$ cat src/rtl/adc_frame_scheduler.sv
// rtl/adc_frame_scheduler.sv - ADC sample-frame scheduler with per-channel latest-sample bank
// Issues SYNC at a programmable period, collects channel strobes, reports frame completion.
module adc_frame_scheduler #(
  parameter int PERIOD_W = 16,
  parameter int TIMEOUT  = 4096
) (
  input  logic                clk,
  input  logic                rst,
  input  logic                en,
  input  logic                op_mode,
  input  logic [PERIOD_W-1:0] period,
  input  logic [7:0]          ch_mask,
  input  logic                rd_en,
  input  logic [15:0]         data_i,
  input  logic [2:0]          channel_i,
  input  logic                err_clr,
  input  logic [2:0]          rd_addr,
  output logic                sync_o,
  output logic [15:0]         rd_data,
  output logic                frame_done,
  output logic                frame_partial,
  output logic [7:0]          frame_got,
  output logic [15:0]         frame_cnt,
  output logic                busy,
  output logic                missed_tick,
  output logic                dup_err,
  output logic                stray_err,
  output logic                timeout_err
);

  localparam int              WD_W    = $clog2(TIMEOUT);
  localparam logic [WD_W-1:0] WD_LAST = WD_W'(TIMEOUT - 1);

  typedef enum logic [1:0] {S_IDLE, S_WAIT, S_COLLECT, S_DONE} state_t;

  state_t              r_state;
  logic [PERIOD_W-1:0] r_tcnt;
  logic [WD_W-1:0]     r_wdog;
  logic [7:0]          r_mask;
  logic [7:0]          r_got;
  logic [15:0]         r_bank [8];

  logic                w_run;
  logic                w_tick;
  logic [PERIOD_W-1:0] w_period;
  logic                w_collect;
  logic                w_hit;
  logic [7:0]          w_new;
  logic                w_complete;
  logic                w_tout;
  logic                w_dup;
  logic                w_stray;
  logic                w_missed;

  assign w_run      = en & op_mode;
  assign w_tick     = w_run & (r_tcnt == '0);
  assign w_period   = (period < PERIOD_W'(2)) ? PERIOD_W'(2) : period;
  assign w_collect  = w_run & (r_state == S_COLLECT);
  assign w_hit      = w_collect & rd_en & r_mask[channel_i];
  assign w_new      = r_got | (w_hit ? (8'b1 << channel_i) : 8'h00);
  assign w_complete = w_collect & (w_new == r_mask);
  assign w_tout     = w_collect & ~w_complete & (r_wdog == WD_LAST);
  assign w_dup      = w_hit & r_got[channel_i];
  assign w_stray    = rd_en & (r_state != S_COLLECT);
  assign w_missed   = w_tick & ((r_state == S_COLLECT) || (r_state == S_DONE));

  assign rd_data = r_bank[rd_addr];
  assign busy    = (r_state == S_COLLECT) || (r_state == S_DONE);

  // >= rather than == so a period shortened mid-run still wraps promptly
  always_ff @(posedge clk) begin
    if (rst || !w_run) begin
      r_tcnt <= '0;
    end else if (r_tcnt >= w_period - PERIOD_W'(1)) begin
      r_tcnt <= '0;
    end else begin
      r_tcnt <= r_tcnt + PERIOD_W'(1);
    end
  end

  always_ff @(posedge clk) begin
    if (rst) begin
      r_state       <= S_IDLE;
      r_wdog        <= '0;
      r_mask        <= '0;
      r_got         <= '0;
      sync_o        <= 1'b0;
      frame_done    <= 1'b0;
      frame_partial <= 1'b0;
      frame_got     <= '0;
      frame_cnt     <= '0;
      missed_tick   <= 1'b0;
      dup_err       <= 1'b0;
      stray_err     <= 1'b0;
      timeout_err   <= 1'b0;
      for (int i = 0; i < 8; i++) begin
        r_bank[i] <= '0;
      end
    end else begin
      sync_o      <= 1'b0;
      frame_done  <= 1'b0;
      missed_tick <= w_missed | (missed_tick & ~err_clr);
      dup_err     <= w_dup    | (dup_err     & ~err_clr);
      stray_err   <= w_stray  | (stray_err   & ~err_clr);
      timeout_err <= w_tout   | (timeout_err & ~err_clr);

      if (!w_run) begin
        r_state <= S_IDLE;
      end else begin
        case (r_state)
          // IDLE acts on the tick too, since the first tick lands in the cycle run rises
          S_IDLE, S_WAIT: begin
            if (w_tick) begin
              sync_o  <= 1'b1;
              r_got   <= '0;
              r_wdog  <= '0;
              r_mask  <= ch_mask;
              r_state <= S_COLLECT;
            end else begin
              r_state <= S_WAIT;
            end
          end
          S_COLLECT: begin
            r_wdog <= r_wdog + WD_W'(1);
            r_got  <= w_new;
            if (w_hit) begin
              r_bank[channel_i] <= data_i;
            end
            if (w_complete || w_tout) begin
              frame_done    <= 1'b1;
              frame_partial <= w_tout;
              frame_got     <= w_new;
              frame_cnt     <= frame_cnt + 16'd1;
              r_state       <= S_DONE;
            end
          end
          S_DONE: begin
            r_state <= S_WAIT;
          end
          default: begin
            r_state <= S_IDLE;
          end
        endcase
      end
    end
  end

endmodule

$ cat config.mk
export PLATFORM = sky130hd
export DESIGN_NAME = adc_frame_scheduler
export DESIGN_NICKNAME = d
export VERILOG_FILES = /design/src/rtl/adc_frame_scheduler.sv
export SDC_FILE = /design/constraint.sdc
export NUM_CORES = 1
export LEC_CHECK = 0
export ABC_AREA = 1
export CAP_MARGIN = 20
export CELL_PAD_IN_SITES_DETAIL_PLACEMENT = 1
export CELL_PAD_IN_SITES_GLOBAL_PLACEMENT = 1
export CORE_UTILIZATION = 44
export CTS_CLUSTER_SIZE = 24
export DETAILED_ROUTE_END_ITERATION = 16
export DONT_BUFFER_PORTS = 1
export HOLD_SLACK_MARGIN = 0.02
export PLACE_DENSITY_LB_ADDON = 0.1
export SLEW_MARGIN = 25
export SYNTH_ARGS = -nofsm -noshare
export SYNTH_HDL_FRONTEND = slang
export SYNTH_SLANG_ARGS = --single-unit
$ cat constraint.sdc
create_clock -name clk -period 3.7 [get_ports clk]
set_input_delay 0.37 -clock clk [delete_from_list [all_inputs] [get_ports clk]]
set_output_delay 0.37 -clock clk [all_outputs]
set_load 0.02 [all_outputs]
# Yosys cells after proc, flatten, opt, wreduce, memory -nomap -nowiden
# Memory sizes are Yosys's and may differ from the RTL's.
# Index checks and enable logic that the tools add are counted.
# op_classes
n_addsub	4
magnitude_cmp	3
eq_ne	8
shifts	1
n_mux	25
bitwise	25
n_reduce_logical	16
# op_table
operator	n
$add 16x1->16 const B	2
$mux 16	2
$pmux 12 s2	1
$ge 16x16->1	1
$logic_not 16->1	1
$lt 16x2->1 const B	1
$mux 8	2
$pmux 8 s2	1
$reduce_or 16->1	1
$sub 16x1->16 const B	1
$and 1x1->1	15
$add 12x1->12 const B	1
$eq 12x12->1 const B	1
$mux 1	12
$mux 12	1
$reduce_and 3->1	3
$eq 8x8->1	1
$or 8x8->8	1
$shl 1x3->8 const A	1
$bmux 1 s3	2
$pmux 2 s3	1
$reduce_or 2->1	3
$reduce_or 3->1	2
$not 1->1	5
12 further kinds	20
# totals
reg_bits	77
mem_bits_rw	128
inputBits	52
out_inout_bits	48
word_cells	97
memories	1
# memory_table
name	words	word_bits	read_ports	rd_clocked_by_memory_dff	wr	line_no	rtl
r_bank	8	16	1	0	8	41	logic [15:0] r_bank [8];

# Logic depth before layout (Yosys ltp)
# depth
depth_word	14
depth_mapped	26
mapped_depth_nobuf	25

# Least setup slack after synthesis
# OpenSTA, ideal clock, no wires.
# synth_timing
kind	input -> register
from	input period[6]
to	register r_tcnt[15]
setup_time_ns	0.128
arrival_ns	3.440
required_ns	3.572
slack_ns	0.133
cell_stages	25
path_buffers	1
path_cell_list	nor2_1 nand2_1 nor3_1 inv_1 or2_2 nand2_1 ha_1 inv_1 nor2_1 inv_1 nor3_1 nand3_1 nor2_1 nand3_1 xor2_1 inv_1 ha_1 nand2_1 inv_1 nand3_1 nor3_1 nand2_1 nand4_1 clkbuf_1 nor2_1
# synth_via
elab_chain_cells	5
# synth_rtl
item	line_no	rtl
start: declaration	11	input logic [PERIOD_W-1:0] period,
$lt 16x2->1	57	assign w_period = (period < PERIOD_W'(2)) ? PERIOD_W'(2) : period;
$mux 16 *	57	
$sub 16x1->16 *	74	end else if (r_tcnt >= w_period - PERIOD_W'(1)) begin
$ge 16x16->1 *	74	
$reduce_or 2->1 (no line) *	--	
end signal: assignment	77	r_tcnt <= r_tcnt + PERIOD_W'(1);
end: declaration	37	logic [PERIOD_W-1:0] r_tcnt;
# Mark *: on every way between the ends. The rest lies on a longest branch, timed or not.
# A chain may end at the register's enable or synchronous reset.

# Worst setup path in the final report
# layout_timing
from	input period[6]
to	register r_tcnt[10]
# Same word-level chain as after synthesis.

==> results list <==
- The run finished with clean final reports.
- In the layout the commonest cells are sky130_fd_sc_hd__nor2_1, sky130_fd_sc_hd__nand2_1, sky130_fd_sc_hd__edfxtp_1.
- # port buffers: 0
- Worst setup path endpoint: r_tcnt[10]
- Number of warning messages in the yosys log: 0
- Net switching power: about 1200 uW
* WL met1: between 10,000 and 15,000 microns
- CP startpoint: period[6]
* Path category of the worst min-delay check: input port to flip-flop
* Top routing layer in use: met4
- Initial cell density of the core: 44.7%
* Data arrival at the endpoint of the critical path: around 3.6 ns
- Floorplan die height: about 150 microns
- Count of unresolved DRC violations after routing: 0
- The number of nets in the synthesized netlist is ~1,300.
- Using the TritonRoute via totals, the vias-per-cell ratio works out to ~5.4.
- Number of flops mapped to enable cells by yosys: between 100 and 150
- In this run the power density over the cells is 456 nW/um^2.
* Leakage power summed over all cells: 0.00445 uW
- Clock-pin slew on the worst setup and hold paths: 0.06 ns
- For this run, the post-layout net count is 1,272.
* Root cell of the clock tree: sky130_fd_sc_hd__clkbuf_16
- Sequential cell area fraction in the yosys report: between 50% and 60%
- The share of total power dissipated in combinational logic is 6.8%.
- Counting every sink on the clock net gives 205.
- Before CTS, the worst setup slack after placement is -0.114 ns.
* Number of global-route vias before repair: 8,390
- Capturing point of the worst reg2reg path: frame_got[2]
- At the later pin of the worst-skew pair, clock insertion delay measures 0.52 ns.
* Post-synth top flop: sky130_fd_sc_hd__edfxtp_1
- Counting along the longest clock path gives a buffer depth of 3.
* Category of the worst setup path launch point: input port
- By startpoint and endpoint, the worst setup path is classified as input port to flip-flop.
* Number of diodes added for antenna fixing: 0
- For this design the top-level I/O count stands at 100.
- Worst slew margin relative to its limit: a little under a third
* Total count of hold-check failures in the final report: 0
- CTS tree: done
* Crit end category: flip-flop
- Detailed routing placed a total of between 10,000 and 15,000 microns of wire on met2.
* Worst vdd ir: ~0.34 mV
- Num CTS Buffers: 24
- Cell accounting for the most synthesized area: sky130_fd_sc_hd__edfxtp_1
- Setup slack on the critical path of the routed design comes to around 0.50 ns.
* Combined global-route utilization of all metal layers: 24.4%
* RSZ-0062 raised after global routing: false
- Die span in x: around 150 microns
- Leaving out fill and tap cells, the most frequent cell in the layout is sky130_fd_sc_hd__nor2_1.
* Setup-failing EPs final: 0
- Layout Area Growth over Synthesis: 11.4%
- Detailed routing inserted a total of 8,157 vias.
- The number of max-slew violations in the final report is 0.
- Cells on worst reg2reg path: 17
* Maximum operating frequency: roughly 0.31 GHz
- Wire length after detailed routing: 28,300 microns
- The worst path in the final design needs a cycle of around 3.2 ns, including I/O delays and setup.
- A synthesized cell averages 8.43 sq um.
* Detailed Routing Iterations Pass 1: 4
* Mapped Cells: approximately 1,200
* Post-route fraction of the period consumed by the critical path: between 80 and 90%
- Cells fill between 40% and 50% of the core in the end.
- In this run the post-CTS setup repair buffer count came out at 0.
- The top cell type by area accounts for 38.1% of the synthesized area.
* Number of cell rows: 55
* Post-synthesis cell area: between 10,000 and 15,000 sq um
- STA puts the critical path data required time at 4.08 ns.
* Largest net degree at the start of global routing: between 60 and 70
- Net switching fraction of the power: about a quarter
- Area of the die: roughly 24,000 sq um
- Number of unique standard cell types used by synthesis: a little over 40
- In this run the number of H-tree levels came out at 1.
- Core area: between 20,000 and 25,000 sq um
* Amount of wire on met3 after detailed routing: 1530 microns
- HPWL reported at the end of detailed placement: roughly 18,000 microns
- First-pass GRT wire length: roughly 45,000 microns
- Across the routed clock network, the largest skew measured is around 0.023 ns.
* Share of async-settable or async-resettable flops after synthesis: 0%
* Pin slew with the least headroom to its limit: 1.03 ns
- In this run, synthesis produced a sequential element count of a little over 200.
- Of the cells placed in the final design, the portion with a size suffix greater than 1 is ~7.1%.
- Total of max-cap violations: 0
- The share of total power dissipated in sequential elements is between 40 and 50%.
* DRC marker count from the first detailed-route iteration: between 400 and 500
- Number of routed nets with antenna violations: 0
* Top fanout value on the critical path: 16
- Internal: around 3900 uW
- Dividing the detail-routed wire length by the instance count gives 18.8 microns.
* Antenna violations before repair: 0
- The total overflow left after global routing is 0.
- The clock network accounts for between 40 and 50% of the total power.
- Worst reg2reg startpoint: r_state[1]
* Worst R2R Setup Slack: around 0.84 ns
- Cell types with the largest area share after synthesis: sky130_fd_sc_hd__edfxtp_1, sky130_fd_sc_hd__dfxtp_1, sky130_fd_sc_hd__nor2_1
- At the end of routability-driven placement, the weighted congestion stood at 0.788.
==> sequential cells by signal, summed over array words and instances (netlist names) <==
| signal | flops |
|---|---|
| dup_err | 1 |
| frame_cnt | 16 |
| frame_done | 1 |
| frame_got | 8 |
| frame_partial | 1 |
| missed_tick | 1 |
| r_bank | 128 |
| r_got | 8 |
| r_mask | 8 |
| r_state | 2 |
| r_tcnt | 16 |
| r_wdog | 12 |
| stray_err | 1 |
| sync_o | 1 |
| timeout_err | 1 |
==> how the worst min path moves through the flow <==
stage / start / endpoint / slack (ns) / cells past startpoint
3_5_place_dp: rst / dup_err / 0.44 / 1
5_1_grt: ch_mask[6] / r_mask[6] / 0.04 / 2
6_report: ch_mask[6] / r_mask[6] / 0.03 / 2
2_1_floorplan: r_tcnt[0] / r_tcnt[0] / 0.43 / 1
4_1_cts: ch_mask[6] / r_mask[6] / 0.03 / 2
3_3_place_gp: r_tcnt[0] / r_tcnt[0] / 0.44 / 1
==> metrics by stage <==
stage          instances  hold WS [ns]  TNS, ns  area (sq um)  power (uW)
4_1_cts             1501        0.0279        0         11200        5180
2_1_floorplan       1195         0.430        0         10100        2800
6_report            1501        0.0318        0         11200        5120
3_5_place_dp        1450         0.444    -1.35         10400        2900
3_3_place_gp        1450         0.442        0         10400        2890
5_1_grt             1501        0.0432        0         11200        5290
==> power groups by stage <==
stage	clock network, uW	registers, uW	logic [uW]
6_report	2260	2500	348
5_1_grt	2390	2510	387
4_1_cts	2320	2510	355
3_5_place_dp	0	2550	342
3_3_place_gp	0	2550	335
2_1_floorplan	0	2550	258
==> metal layers <==
metal	global-route usage (%)	vias up
met5	0	-
met4	7.19	0
met3	4.00	45
met2	42.4	176
met1	31.1	3941
li1	-	3995
==> Yosys cell counts (2+ instances only) <==
master                     count
sky130_fd_sc_hd__o21ai_0      90
sky130_fd_sc_hd__nor3_1       26
sky130_fd_sc_hd__nand4_2       5
sky130_fd_sc_hd__clkinv_1      3
sky130_fd_sc_hd__nor2_1      320
sky130_fd_sc_hd__inv_2         4
sky130_fd_sc_hd__edfxtp_1    128
sky130_fd_sc_hd__nand2_2       3
sky130_fd_sc_hd__a21oi_1      47
sky130_fd_sc_hd__nor4_1        6
sky130_fd_sc_hd__nand3_1      51
sky130_fd_sc_hd__o22ai_1      20
sky130_fd_sc_hd__nor2_2        3
sky130_fd_sc_hd__nor2_4        2
sky130_fd_sc_hd__buf_4         2
sky130_fd_sc_hd__buf_1         2
sky130_fd_sc_hd__or2_2         5
sky130_fd_sc_hd__ha_1         21
sky130_fd_sc_hd__nand3_2       6
sky130_fd_sc_hd__a31oi_1      16
sky130_fd_sc_hd__o21ai_1       9
sky130_fd_sc_hd__xnor2_1      10
sky130_fd_sc_hd__dfxtp_1      77
sky130_fd_sc_hd__nor3b_1       3
sky130_fd_sc_hd__inv_1       104
sky130_fd_sc_hd__nand2_1     147
sky130_fd_sc_hd__nand4_1      13
sky130_fd_sc_hd__clkbuf_1     39
sky130_fd_sc_hd__xor2_1       21
==> worst max-delay path, cell delays in order <==
cell	delay [ns]
sky130_fd_sc_hd__nor2_1	0.13
sky130_fd_sc_hd__nand2_1	0.10
sky130_fd_sc_hd__nor3_1	0.14
sky130_fd_sc_hd__inv_1	0.06
sky130_fd_sc_hd__or2_2	0.30
sky130_fd_sc_hd__nand2_1	0.09
sky130_fd_sc_hd__ha_1	0.19
sky130_fd_sc_hd__inv_1	0.05
sky130_fd_sc_hd__nor2_1	0.17
sky130_fd_sc_hd__inv_1	0.09
sky130_fd_sc_hd__nor3_2	0.16
sky130_fd_sc_hd__nand3_1	0.19
sky130_fd_sc_hd__nor2_1	0.14
sky130_fd_sc_hd__nand3_1	0.09
sky130_fd_sc_hd__xor2_1	0.14
sky130_fd_sc_hd__inv_1	0.06
sky130_fd_sc_hd__ha_1	0.26
sky130_fd_sc_hd__nand2_1	0.04
sky130_fd_sc_hd__inv_1	0.06
sky130_fd_sc_hd__nand3_1	0.09
sky130_fd_sc_hd__nor3_1	0.22
sky130_fd_sc_hd__nand2_1	0.09
sky130_fd_sc_hd__nand4_1	0.15
sky130_fd_sc_hd__buf_12	0.17
sky130_fd_sc_hd__nor3_1	0.05
==> cells by family after synthesis <==
family | after synthesis | synth area share, %
DFF | 205 | 53.4
adders and majority gates | 21 | 2.61
buffers and inverters | 157 | 6.02
AOI/OAI and AO/OA | 185 | 9.81
xor gates and xnor gates | 31 | 2.69
and+or+nand+nor | 596 | 25.4
==> layout make-up <==
cell class                 instances  area, sq um
sequential                       205         5390
fill                            2681        11300
inverter                         111          417
timing repair buffer              24          213
clock buffer                      32          703
tap                              285          357
clock inverter                    11         57.6
multi-input combinational        833         4100
==> timing repair <==
item,4_1_cts,5_1_grt
hold buffers,8,0
endpoints found under the setup margin,0,15
endpoints found under the hold margin,28,0
gates resized for setup,0,2
No activity file was read; power rests on OpenSTA's default activity.
==> edit 1 (same flow settings) <==
`TIMEOUT`: 4096 -> 2048.
--- a/src/rtl/adc_frame_scheduler.sv
+++ b/src/rtl/adc_frame_scheduler.sv
@@ -2,7 +2,7 @@
 // Issues SYNC at a programmable period, collects channel strobes, reports frame completion.
 module adc_frame_scheduler #(
   parameter int PERIOD_W = 16,
-  parameter int TIMEOUT  = 4096
+  parameter int TIMEOUT  = 2048
 ) (
   input  logic                clk,
   input  logic                rst,
Formal check against the unedited RTL: same outputs for any inputs over 4 cycles, from zero or initial values and one cycle with rst high; that may be too few to reach the edited logic, so the function may still have changed.
==> edit 1 against the original RTL <==
Sequential share of layout area up 1.1 points. Fmax down 2.1%. Count of clock-buffer cells in the layout up 6. Sequential power about the same. Synthesized area down 2.0%. Final cell count down 1.3%. First-iteration DRC count down 2.3%. Setup slack worse by 69 ps. Final area down 2.6%. Total power down 0.99%. Sequential cell count down 1. Register-to-register slack worse by 40 ps. Wire length down 2.1%. Largest power group unchanged.
==> edit 1: results (changes against the original RTL) <==
port bufs 0 (unchanged); routed length per placed instance 18.7 um (-0.80%); routed vias/inst 5.47 (+0.63%); Post-synth EDFFs 128 (unchanged); count of different cell masters after synthesis 39 (-4.9%); hold depth 2 (unchanged); r2r setup slk 800 ps (-40 ps); Hold EP r_mask[4]$_SDFFE_PP0P_; cts bufs inserted 23 (-4.2%); top post-synthesis cells by area edfxtp_1 (39%), dfxtp_1 (15%), nor2_1 (13%); run status finished, final reports clean; Setup Skew 15.1 ps (-8.35 ps); DR iter-0 viols 423 (-2.3%); top cells by count, synth nor2_1 (332), nand2_1 (174), edfxtp_1 (128); first-pass iteration count of the detailed router 5 (+1); sequential area share after synthesis 54.3% (+0.88 points); first-pass GRT wire length 44,200 um (-1.4%); Hold Startpoint ch_mask[4]; Worst path slowest cell or4_1; Max rail drop VDD 418 uV (+21%); max_slew headroom 32.7% (+1.4 points); part of the power in registers 49.3% (+0.3 points); number of cells after detailed placement 1,435 (-1.0%); Total Routing Usage GR 23.9% (-0.42 points); P_leak 4.39 nW (-1.2%); clock buffer depth 3 (unchanged); DIE AREA 23,100 um2 (-2.0%); vias in the first global route 8,400 (+0.12%); Pint 3.86 mW (-1.3%); Post-DP HPWL 18,500 um (+1.3%); critical path's largest stage delay 460 ps (+160 ps); Synth Instances 1,186 (-0.75%); clock group power 2.22 mW (-2%); layout cell share with drive strength beyond 1 5.58% (-1.5 points); post-route insts no fill 1,481 (-1.3%); R2R Path End frame_cnt[0]$_SDFFE_PP0P_; GP Congestion 0.762 (-3.3%); Synth Net Count 1,259 (-0.71%)
-- edit 1: cell count changes in the layout (fill, tap and decap cells not counted), sizes merged, moves of 4 or more --
cell	before	now
nand4	18	23
or2	5	1
nand2	151	175
inv	109	113
xnor2	10	6
o21ai	99	91
xor2	21	8
nor2	326	338
clkinv	12	4
clkbuf	32	38
nor3	27	14
a21oi	48	35
-- edit 1: how the worst max path moves through the flow --
| stage | slack, ps | endpoint | from | depth (start not counted) |
|---|---|---|---|---|
| floorplan | 210 | r_tcnt[14]$_SDFF_PP0_ | period[3] | 20 |
| global placement | 70 | r_tcnt[13]$_SDFF_PP0_ | period[9] | 22 |
| detailed placement | -150 | r_tcnt[12]$_SDFF_PP0_ | period[9] | 22 |
| CTS | 370 | r_tcnt[12]$_SDFF_PP0_ | period[9] | 22 |
| global route | 5 | r_tcnt[13]$_SDFF_PP0_ | period[9] | 22 |
| finish | 430 | r_tcnt[12]$_SDFF_PP0_ | period[9] | 22 |
-- edit 1: what timing repair did --
item,CTS,global route
endpoints found under the hold margin,14,0
hold buffers,5,0
setup buffers,0,0
-- edit 1: per-stage QoR --
step / power, mW / utilization, % / hold slack (ps) / cell area (um2) / worst slack (ps)
3_3_place_gp: 2.88 / 46.4 / 442 / 10200 / 68.4
3_5_place_dp: 2.89 / 46.4 / 444 / 10200 / -155
2_1_floorplan: 2.81 / - / 436 / 9880 / 208
4_1_cts: 5.12 / 50.0 / 21.1 / 10900 / 372
6_report: 5.07 / 50.0 / 30.7 / 10900 / 430
5_1_grt: 5.23 / 50.0 / 43.4 / 10900 / 5.35
-- edit 1: worst reg2reg max path: cells and delay by family (launching register included) --
kind,cells,cell delay (ps)
buffers and inverters,2,440
and+or+nand+nor,15,1870
DFF,1,490
-- edit 1: layer usage --
layer | track usage [%] | routed length (um) | vias to the layer above
li1 | - | - | 3944
met1 | 30.1 | 12100 | 3920
met2 | 41.9 | 13500 | 191
met3 | 3.79 | 1360 | 44
met4 | 7.81 | 791 | 0
met5 | 0 | 0 | -
-- edit 1: logic make-up (layout without fill, tap and decap cells) --
group                      after synthesis  in the layout  synth area share [%]
DFF                                    204            204                  54.3
xor gates and xnor gates                14             14                  1.24
buffers and inverters                  159            174                  6.28
and+or+nand+nor                        618            618                  26.2
AOI/OAI and AO/OA                      170            170                  9.28
adders and majority gates               21             21                  2.66
-- edit 1: cell type report --
type,count,area (um2)
fill,2622,11000
sequential,204,5370
multi-input combinational,823,3890
clock buffer,38,702
inverter,114,428
tap,280,350
timing repair buffer,19,168
clock inverter,3,30.0
==> edit 2 (config.mk and constraints unchanged) <==
Made on the original files. Reset style: asynchronous (`rst`), changed in one clocked block.
--- a/src/rtl/adc_frame_scheduler.sv
+++ b/src/rtl/adc_frame_scheduler.sv
@@ -78,7 +78,7 @@
     end
   end
 
-  always_ff @(posedge clk) begin
+  always_ff @(posedge clk or posedge rst) begin
     if (rst) begin
       r_state       <= S_IDLE;
       r_wdog        <= '0;
Behaviour: differs if rst is asserted again (counterexample within 4 cycles, from zero or initial values and one cycle with rst high); with rst held inactive, the same outputs for 4 cycles.
==> edit 2 against the original RTL <==
Utilization rose by 0.63 points. Synthesized area up 3.1%. Total power is 1.5% higher. Hold slack better by 1.6 ps. Sequential cell count did not move. Global-route usage up 0.36 points. Die area increased by 3.1%. Synthesized cell count grew 8.4%. Wire length up 2.0%. First-iteration DRC count up 19%. Via count rose by 7.2%. Setup slack improved by 170 ps. Final area rose by 2.8%. Critical path type is now reg2reg.
==> edit 2: results (changes against the original RTL) <==
run status finished, final reports clean; combinational cell power 0.472 mW (+36%); Worst-Skew Late Latency around 530 ps; fraction of area in multi-input gates 40.8% (+4.3 points); clock transition at the registers of the reported paths 60 ps (about the same); critical path's largest stage delay 480 ps (+180 ps); Final #Nets 1,361 (+7.0%); port bufs 0 (unchanged); Seq area share 43.7% (-4.2 points); switching share of power 25.9% (+2.2 points); worst path arrival time 3430 ps (-150 ps); Area after DPL 10,700 um2 (+3.0%); met2 wire length 13,700 um (-0.90%); top cells by count, synth nand2_1 (291), o21ai_0 (211), dfrtp_1 (189); crit-path leading delay family simple AND/OR/NAND/NOR gates; Layout non-clock buf frac 2.02% (+0.12 points); layout cell share with drive strength beyond 1 7.28% (+0.21 points); clk tree area frac 6.69% (-0.087 points); sequential area share after synthesis 48.6% (-4.8 points); part of the power in registers 46.1% (-2.9 points); P_leak 5.30 nW (+19%); worst slew pin tran 1060 ps (+36.2 ps); GP Congestion 0.793 (+0.74%); Setup Skew 18.5 ps (-4.98 ps); met1 usage 33.2% (+2.1 points); Post-DP HPWL 18,800 um (+2.7%); Total Routing Usage GR 24.7% (+0.36 points); Worst path slowest cell dfrtp_1; DR iter-0 viols 515 (+19%); first-pass GRT wire length 47,500 um (+5.9%); biggest regs r_bank: 128 flops, frame_cnt: 16 flops, r_tcnt: 16 flops; Synth Instances 1,295 (+8.4%); Non-clk bufs 25 (+4.2%); Routed WL 28,800 um (+2.0%); fill count 2,785 (+3.9%); met3 Usage GRT 3.78% (-0.22 points); nonclk inv count 103 (-7.2%); top post-synthesis cells by area dfrtp_1 (46%), nand2_1 (11%), o21ai_0 (10%); Multi-input gate area 4710 um2 (+15%); count of different cell masters after synthesis 42 (+2.4%); Most used DFF post-synth dfrtp_1; sequential power 2.39 mW (-4%); met3 wire len 1110 um (-28%); met2 Use GR 41.6% (-0.72 points); pin count of the biggest net entering global routing 131 (+98%); Hold Path Class in2reg; Area growth syn-to-layout 11.1%; comb_multi_in 929 (+12%); pre-CTS setup slack 116 ps (+230 ps); Max rail drop VDD 314 uV (-8.9%); number of cells after detailed placement 1,567 (+8.1%); wire length on met1 13,400 um (+9.7%); routed vias/inst 5.40 (-0.59%); vias in the first global route 8,966 (+6.9%); via count 8,741 (+7.2%); Async SR Flop Fraction 92.2% (+92 points); CLK BUF 38 (+19%)
## edit 2: cell families after synthesis
| kind of cell | share of synthesized area, % |
|---|---|
| xor+xnor | 2.61 |
| flops | 48.6 |
| fa+ha+maj | 2.53 |
| simple gates | 25.7 |
| buf+inv | 6.10 |
| compound gates | 14.4 |
## edit 2: path summary, 6_finish.rpt
path,startpoint,endpoint,slack [ps],cells after the start
max,r_state[1]$_DFFE_PP0P_,frame_got[0]$_DFFE_PP0P_,670,15
max in group asynchronous,rst,r_bank[57]$_DFFE_PP0P_,2560,3
max reg2reg,r_state[1]$_DFFE_PP0P_,frame_got[0]$_DFFE_PP0P_,670,15
min in group asynchronous,rst,missed_tick$_DFF_PP0_,200,2
min,ch_mask[0],r_mask[0]$_DFFE_PP0P_,30,2
min reg2reg,r_tcnt[0]$_SDFF_PP0_,r_tcnt[0]$_SDFF_PP0_,450,1
## edit 2: what timing repair did
item,CTS,global route
hold buffers,8,0
gates resized for setup,0,0
endpoints found under the hold margin,102,0
